$ cat src/rtl/mux_arb.sv
// ---------------------------------------------------------------------------
// mux_arb -- N-input arbitrating multiplexer with a single registered output.
//
// Up to nports producers compete for one output register. Each cycle an
// arbiter picks at most one requesting port. That port's message is loaded
// into the output register, which holds exactly one entry (EMPTY / FULL).
//
// Build option:
//   MUX_ARB_RR_EN defined   -> round-robin. The search starts at ptr, which
//                              advances past the last accepted port.
//   MUX_ARB_RR_EN undefined -> fixed priority. The lowest requesting index
//                              wins, and no pointer register exists.
//
// Ports:
//   clk        clock; all state updates on the rising edge
//   rst        synchronous active-high reset
//   in_val     [nports]        per-port request (message valid)
//   in_rdy     [nports]        per-port accept; at most one bit is high
//   in_msg     [nports*nbits]  port i message in bits [i*nbits +: nbits]
//   out_val                    output register holds a message
//   out_rdy                    consumer takes out_msg this cycle
//   out_msg    [nbits]         registered message
//   dbg_state                  FSM state (0 = EMPTY, 1 = FULL)
//
// Handshake: on every interface a transfer happens in exactly the cycle
// where val and rdy are both 1. A producer may raise or drop val at any
// time. Nothing is recorded for a val that is withdrawn before it sees rdy.
// in_rdy never depends on in_msg.
// ---------------------------------------------------------------------------
module mux_arb #(
  parameter int nbits  = 32,
  parameter int nports = 4
) (
  input  logic                    clk,
  input  logic                    rst,
  input  logic [nports-1:0]       in_val,
  output logic [nports-1:0]       in_rdy,
  input  logic [nports*nbits-1:0] in_msg,
  output logic                    out_val,
  input  logic                    out_rdy,
  output logic [nbits-1:0]        out_msg,
  output logic                    dbg_state
);

  localparam int PW  = (nports > 1) ? $clog2(nports) : 1;
  // One extra bit so that ptr + offset can exceed nports before wrapping.
  localparam int PW1 = PW + 1;

  localparam logic [0:0] STATE_EMPTY = 1'b0;
  localparam logic [0:0] STATE_FULL  = 1'b1;

  logic [0:0]       state_q, state_d;
  logic [nbits-1:0] msg_q, msg_d;
  logic [PW-1:0]    ptr_cur;

  logic [nports-1:0] grant;
  logic [PW-1:0]     gidx;
  logic              found;
  logic [PW1-1:0]    idx;
  logic              space;
  logic              in_fire;
  logic              out_fire;
  logic [nbits-1:0]  sel_msg;

  // -------------------------------------------------------------------------
  // Arbiter: walk upward from ptr, wrapping at nports. Take the first
  // requesting port. nports need not be a power of two, so the wrap is an
  // explicit subtract rather than a natural overflow.
  // -------------------------------------------------------------------------
  always_comb begin
    grant = '0;
    gidx  = '0;
    found = 1'b0;
    idx   = '0;
    for (int k = 0; k < nports; k++) begin
      idx = {1'b0, ptr_cur} + PW1'(k);
      if (idx >= PW1'(nports)) begin
        idx = idx - PW1'(nports);
      end
      if (!found && in_val[idx[PW-1:0]]) begin
        found             = 1'b1;
        gidx              = idx[PW-1:0];
        grant[idx[PW-1:0]] = 1'b1;
      end
    end
  end

  // Room to load when empty, or when the current entry leaves this cycle.
  assign space = (state_q == STATE_EMPTY) || out_rdy;

  // in_rdy is forced low during reset so that nothing is accepted while
  // the register is being cleared.
  assign in_rdy   = rst ? '0 : (grant & {nports{space}});
  assign in_fire  = |in_rdy;
  assign out_fire = (state_q == STATE_FULL) && out_rdy;

  assign sel_msg = in_msg[int'(gidx)*nbits +: nbits];

  // -------------------------------------------------------------------------
  // Output entry FSM
  // -------------------------------------------------------------------------
  always_comb begin
    state_d = state_q;
    msg_d   = msg_q;
    if (in_fire) begin
      // Covers both a load into EMPTY and a same-cycle replace while FULL.
      state_d = STATE_FULL;
      msg_d   = sel_msg;
    end else if (out_fire) begin
      state_d = STATE_EMPTY;
    end
  end

  always_ff @(posedge clk) begin
    if (rst) begin
      state_q <= STATE_EMPTY;
      msg_q   <= '0;
    end else begin
      state_q <= state_d;
      msg_q   <= msg_d;
    end
  end

  // -------------------------------------------------------------------------
  // Arbitration pointer
  // -------------------------------------------------------------------------
`ifdef MUX_ARB_RR_EN
  logic [PW-1:0] ptr_q, ptr_d;

  always_comb begin
    ptr_d = ptr_q;
    if (in_fire) begin
      ptr_d = (gidx == PW'(nports - 1)) ? '0 : gidx + 1'b1;
    end
  end

  always_ff @(posedge clk) begin
    if (rst) begin
      ptr_q <= '0;
    end else begin
      ptr_q <= ptr_d;
    end
  end

  assign ptr_cur = ptr_q;
`else
  assign ptr_cur = '0;
`endif

  assign out_val   = (state_q == STATE_FULL);
  assign out_msg   = msg_q;
  assign dbg_state = state_q;

endmodule

$ cat config.mk
export PLATFORM = sky130hd
export DESIGN_NAME = mux_arb
export DESIGN_NICKNAME = d
export VERILOG_FILES = /design/src/rtl/mux_arb.sv
export SDC_FILE = /design/constraint.sdc
export NUM_CORES = 1
export LEC_CHECK = 0
export BUFFER_PORTS_ARGS = -buffer_cell sky130_fd_sc_hd__buf_2
export CAP_MARGIN = 5
export CELL_PAD_IN_SITES_DETAIL_PLACEMENT = 0
export CELL_PAD_IN_SITES_GLOBAL_PLACEMENT = 2
export CORE_MARGIN = 2
export CORE_UTILIZATION = 25
export CTS_CLUSTER_DIAMETER = 80
export DETAILED_ROUTE_END_ITERATION = 6
export PLACE_DENSITY = 0.95
export SETUP_SLACK_MARGIN = 0.05
export SYNTH_ARGS = -nofsm -noshare
export SYNTH_HDL_FRONTEND = slang
export SYNTH_SLANG_ARGS = --single-unit
$ cat constraint.sdc
create_clock -name clk -period 2.93 [get_ports clk]
set_input_delay 0.293 -clock clk [delete_from_list [all_inputs] [get_ports clk]]
set_output_delay 0.293 -clock clk [all_outputs]
set_load 0.02 [all_outputs]
[Word-level counts from Yosys, hierarchy flattened]
Index checks and enable logic that the tools add are counted.
Storage, ports and cells
  register bits: 33
  bits in latches: 0
  bits in writable memories: 0
  memory bits (read-only): 0
  input bits: 135
  output and inout port bits: 38
  memories: 0
Operators by class
  add/subtract/negate cells: 0
  $mul: 0
  divide/modulo/power cells: 0
  $lt $le $gt $ge: 0
  equality and inequality tests: 0
  shifts and indexed selects: 1
  muxes and demuxes: 13
  bitwise gates (word level): 2
  reductions and logical operators: 10
Operators by type and width (number)
  indexed part select 128 x 8 -> 32 bit: 1
  two-way mux 4 bit: 2
  two-way mux 1 bit: 7
  two-way mux 2 bit: 3
  bitwise AND 4 bit: 1
  logical AND 1 bit: 4
  OR reduction 4 bit: 1
  logical NOT 1 bit: 3
  two-way mux 3 bit: 1
  nonzero test 2 bit: 1
  logical OR 1 bit: 1
  NOT 1 bit: 1

[Depth between registers and ports, before layout]
  depth after elaboration: 14
  gate-level depth with buffers: 7

[Worst setup path before layout]
No wires, ideal clock.
  path kind: register to output
  start point: register state_q, in the netlist dbg_state
  end point: output in_rdy[3]
  data arrival time: 1711 ps
  required time: 2637 ps
  setup slack: 926 ps
  stages on the path, launching flop included: 6
  buffers on the path: 2
  cell sequence: dfxtp_1 nand2b_1 clkbuf_1 buf_1 nand3_1 nor3b_1
On the way
  cells in the longest elaborated chain, start to end: 4
Ends and longest elaborated chain
  from (decl): line 52  | logic [0:0] state_q, state_d;
  from (signal assigned): line 119  | state_q <= state_d;
  NOT 1 bit: line 89  | assign space = (state_q == STATE_EMPTY) || out_rdy;
  logical OR 1 bit: line 89
  bitwise AND 4 bit: line 93  | assign in_rdy = rst ? '0 : (grant & {nports{space}});
  two-way mux 4 bit: line 93
  to (decl): line 37  | output logic [nports-1:0] in_rdy,
Every way passes these cells.

[Worst setup path after layout]
  start point: input in_val[1]
  end point: register msg_q[13], in the netlist out_msg[13]
On the way
  cells in the longest elaborated chain, start to end: 11
  elaborated cells between the ends (all ways): 17
  classes of those cells: shift (1); mux (9); bitwise (1); reduce/logical (6)
Ends and longest elaborated chain
  from (decl): line 36  | input logic [nports-1:0] in_val,
  logical AND 1 bit *: line 80  | if (!found && in_val[idx[PW-1:0]]) begin
  branches (longest 10 deep; another with indexed part select 128 x 8 -> 32 bit)
  to (signal assigned): line 120  | msg_q <= msg_d;
  to (decl): line 53  | logic [nbits-1:0] msg_q, msg_d;
Every way passes the cells marked *.
A chain may end at the register's enable or synchronous reset.

==> metrics <==
CP max FO 31; outcome complete, but fails checks; Rows 38; cts hold-fix bufs 0; global routing's busiest layer met2; GR Util met3 3.62%; CP required 3120 ps; Final Max Tran Viols 0; P_leak 1.59 nW; hold_sp in_msg[12]; cts bufs inserted 5; Distinct cells, synth 31; htree depth 2; Yosys reg bits 33; synthesized area 2790 µm²; length of the first detailed-routing pass in iterations 7; Antenna diodes 0; hold endpoint out_msg[12]; Power Dens Cells 357 nW/µm²; insertion delay to the later sink of the worst-skew pair 280 ps; Largest delay share family, worst path simple AND/OR/NAND/NOR gates; CTS Root Cell clkbuf_8; failing checks design-rule violations; final WL 10,400 µm; share of layout cells above drive strength 1 48.7%; slowest CP cell or4_1; Ports 173; reg2reg path depth 3; CTS tree built; setup TNS 0 ps; Post-CTS Setup Inserts 0; Min Hold Slack 366 ps; Vias/cell 5.43; DR iter-0 viols 239; vias in the first global route 3,169; routed len/inst 17.1 µm; GR Util met2 29.7%; global route total overflow 0; remaining routing DRC violations 4; Post-Syn Instances 324; GRT Overall Usage 16.7%; slew at the pin closest to its max-slew limit 682 ps; Post-Route Skew 6.90 ps; r2r setup slk 1280 ps; syn_nets 459; largest net degree at the start of global routing 40; Final #Nets 600; synthesis warning total 0; first-pass GRT wire length 15,600 µm; Critical Path Max Stage Delay 880 ps; Critical Path AT 2180 ps; reg2reg end out_msg[21]; clock period minus worst slack 1990 ps; Hold Path Depth 4; die boundary height 110 µm; Max Fclk 502 MHz; relative slew slack 54.5%; fillers 1,180; clock buffer depth 2; core footprint 10,800 µm²; worst min path class in -> reg; DRT antenna net count 0; clk sinks 33; Initial Utilization 25.7%; post-CTS sizing 0; CP Class in -> reg; DIE AREA 12,000 µm²; Buf/Inv on CP 1; Cell Chain, Critical Path buf_2 > or4_1 > and3_4 > a311oi_1; RSZ-0062 raised after global routing false; GRT met1 Usage 19.8%; MaxCap Viol Count 0; FF-to-FF Start dbg_state; post-DP HPWL 7410 µm; crit end category flip-flop; average cell area after synthesis 8.60 µm²; Seq/Total Area, Yosys 23.7%; IO buf count 172; DR vias 3,291; final setup fails 0; initial antenna violation count 0; Worst-path clk slew 70 ps; Peak VDD IR 0.000164 V; CP Launch Type primary input; chip width 110 µm; final worst-path cycle share 67.9%; Routability Congestion 0.783; Final Hold Viols 0; Layout area overhead 35.3%
-- through the flow --
stage / util, % / total power (W) / cell area (µm²) / setup slack (ps) / std cells
2_1_floorplan: - / 0.000832 / 2790 / 926 / 324
3_3_place_gp: 34.0 / 0.00101 / 3680 / 693 / 598
3_5_place_dp: 34.0 / 0.00102 / 3680 / 637 / 598
4_1_cts: 34.8 / 0.00136 / 3770 / 934 / 606
5_1_grt: 34.8 / 0.00142 / 3770 / 856 / 606
6_report: 34.8 / 0.00134 / 3770 / 940 / 606
-- registers in the layout, indices dropped and copies added (netlist names) --
| register | count |
|---|---|
| out_msg | 32 |
| dbg_state | 1 |
-- routing by layer --
layer | vias up | share of wire [%] | wire length (µm)
li1 | 1569 | - | -
met1 | 1545 | 42 | 4350
met2 | 164 | 48 | 4950
met3 | 13 | 8.9 | 919
met4 | 0 | 1.5 | 152
met5 | - | 0 | 0
-- cell type report --
type	instances	area (µm²)	area share, %
inverter	3	11.3	0.299
timing repair buffer	183	943	25.0
multi-input combinational	239	1890	50.3
sequential	33	661	17.5
tap	140	175	4.65
clock inverter	2	10.0	0.266
clock buffer	6	72.6	1.93
-- cells in the final DEF (no fill, tap or decap), drive strengths merged --
cell type    n
dfxtp       33
and4b        1
and2         1
a31oi       33
a31o         1
or4          1
inv          3
buf        183
and3         3
and3b        1
a211oi       1
a311oi      31
or3          1
nand2       31
clkbuf       6
a222oi      31
nand3        1
nor2         3
nand3b      31
a21o        31
nor3b        1
nand2b       2
or2          1
clkinv       2
nor2b       32
o31ai        1
-- how the worst max path moves through the flow --
| stage | slack, ps | startpoint | depth (start not counted) | to |
|---|---|---|---|---|
| after CTS | 930 | in_val[1] | 4 | out_msg[13] |
| after floorplan | 930 | dbg_state | 5 | in_rdy[3] |
| after global routing | 860 | in_val[1] | 4 | out_msg[15] |
| final | 940 | in_val[1] | 4 | out_msg[13] |
| after detailed placement | 640 | in_val[1] | 4 | out_msg[13] |
| after global placement | 690 | in_val[1] | 4 | out_msg[13] |
-- power by group --
group          switching [W]  internal, W  total [W]
clock               0.000172     0.000165   0.000337
combinational       0.000283     0.000216   0.000500
sequential         0.0000203     0.000487   0.000508
-- Yosys cell counts --
| master | instances | area (µm²) |
|---|---|---|
| a211oi_1 | 1 | 7.51 |
| a21o_1 | 31 | 233 |
| a222oi_1 | 31 | 310 |
| a311oi_1 | 1 | 8.76 |
| a311oi_2 | 30 | 450 |
| a31o_2 | 1 | 8.76 |
| a31oi_1 | 33 | 206 |
| and2_1 | 1 | 6.26 |
| and3_1 | 2 | 12.5 |
| and3_4 | 1 | 11.3 |
| and3b_1 | 1 | 8.76 |
| and4b_1 | 1 | 10.0 |
| buf_1 | 1 | 3.75 |
| buf_4 | 1 | 7.51 |
| buf_6 | 5 | 56.3 |
| clkbuf_1 | 41 | 154 |
| clkbuf_2 | 1 | 5.00 |
| dfxtp_1 | 33 | 661 |
| inv_1 | 2 | 7.51 |
| inv_2 | 1 | 3.75 |
| nand2_1 | 31 | 116 |
| nand2b_1 | 2 | 12.5 |
| nand3_1 | 1 | 5.00 |
| nand3b_1 | 31 | 233 |
| nor2_1 | 3 | 11.3 |
| nor2b_1 | 32 | 200 |
| nor3b_1 | 1 | 7.51 |
| o31ai_1 | 1 | 7.51 |
| or2_2 | 1 | 6.26 |
| or3_1 | 1 | 6.26 |
| or4_1 | 1 | 7.51 |
-- cells by family after synthesis --
family | share of synthesized area [%]
AO/OA/AOI/OAI | 44.3
buffers and inverters | 8.54
flip-flops | 23.7
AND/OR/NAND/NOR | 23.5
-- worst reg2reg max path, cell delays in order, from the launching register on --
cell and delay, ps:
dfxtp_1 340, nand2b_2 320, and3_4 640, a311oi_2 200
(Power assumes the default switching activity.)
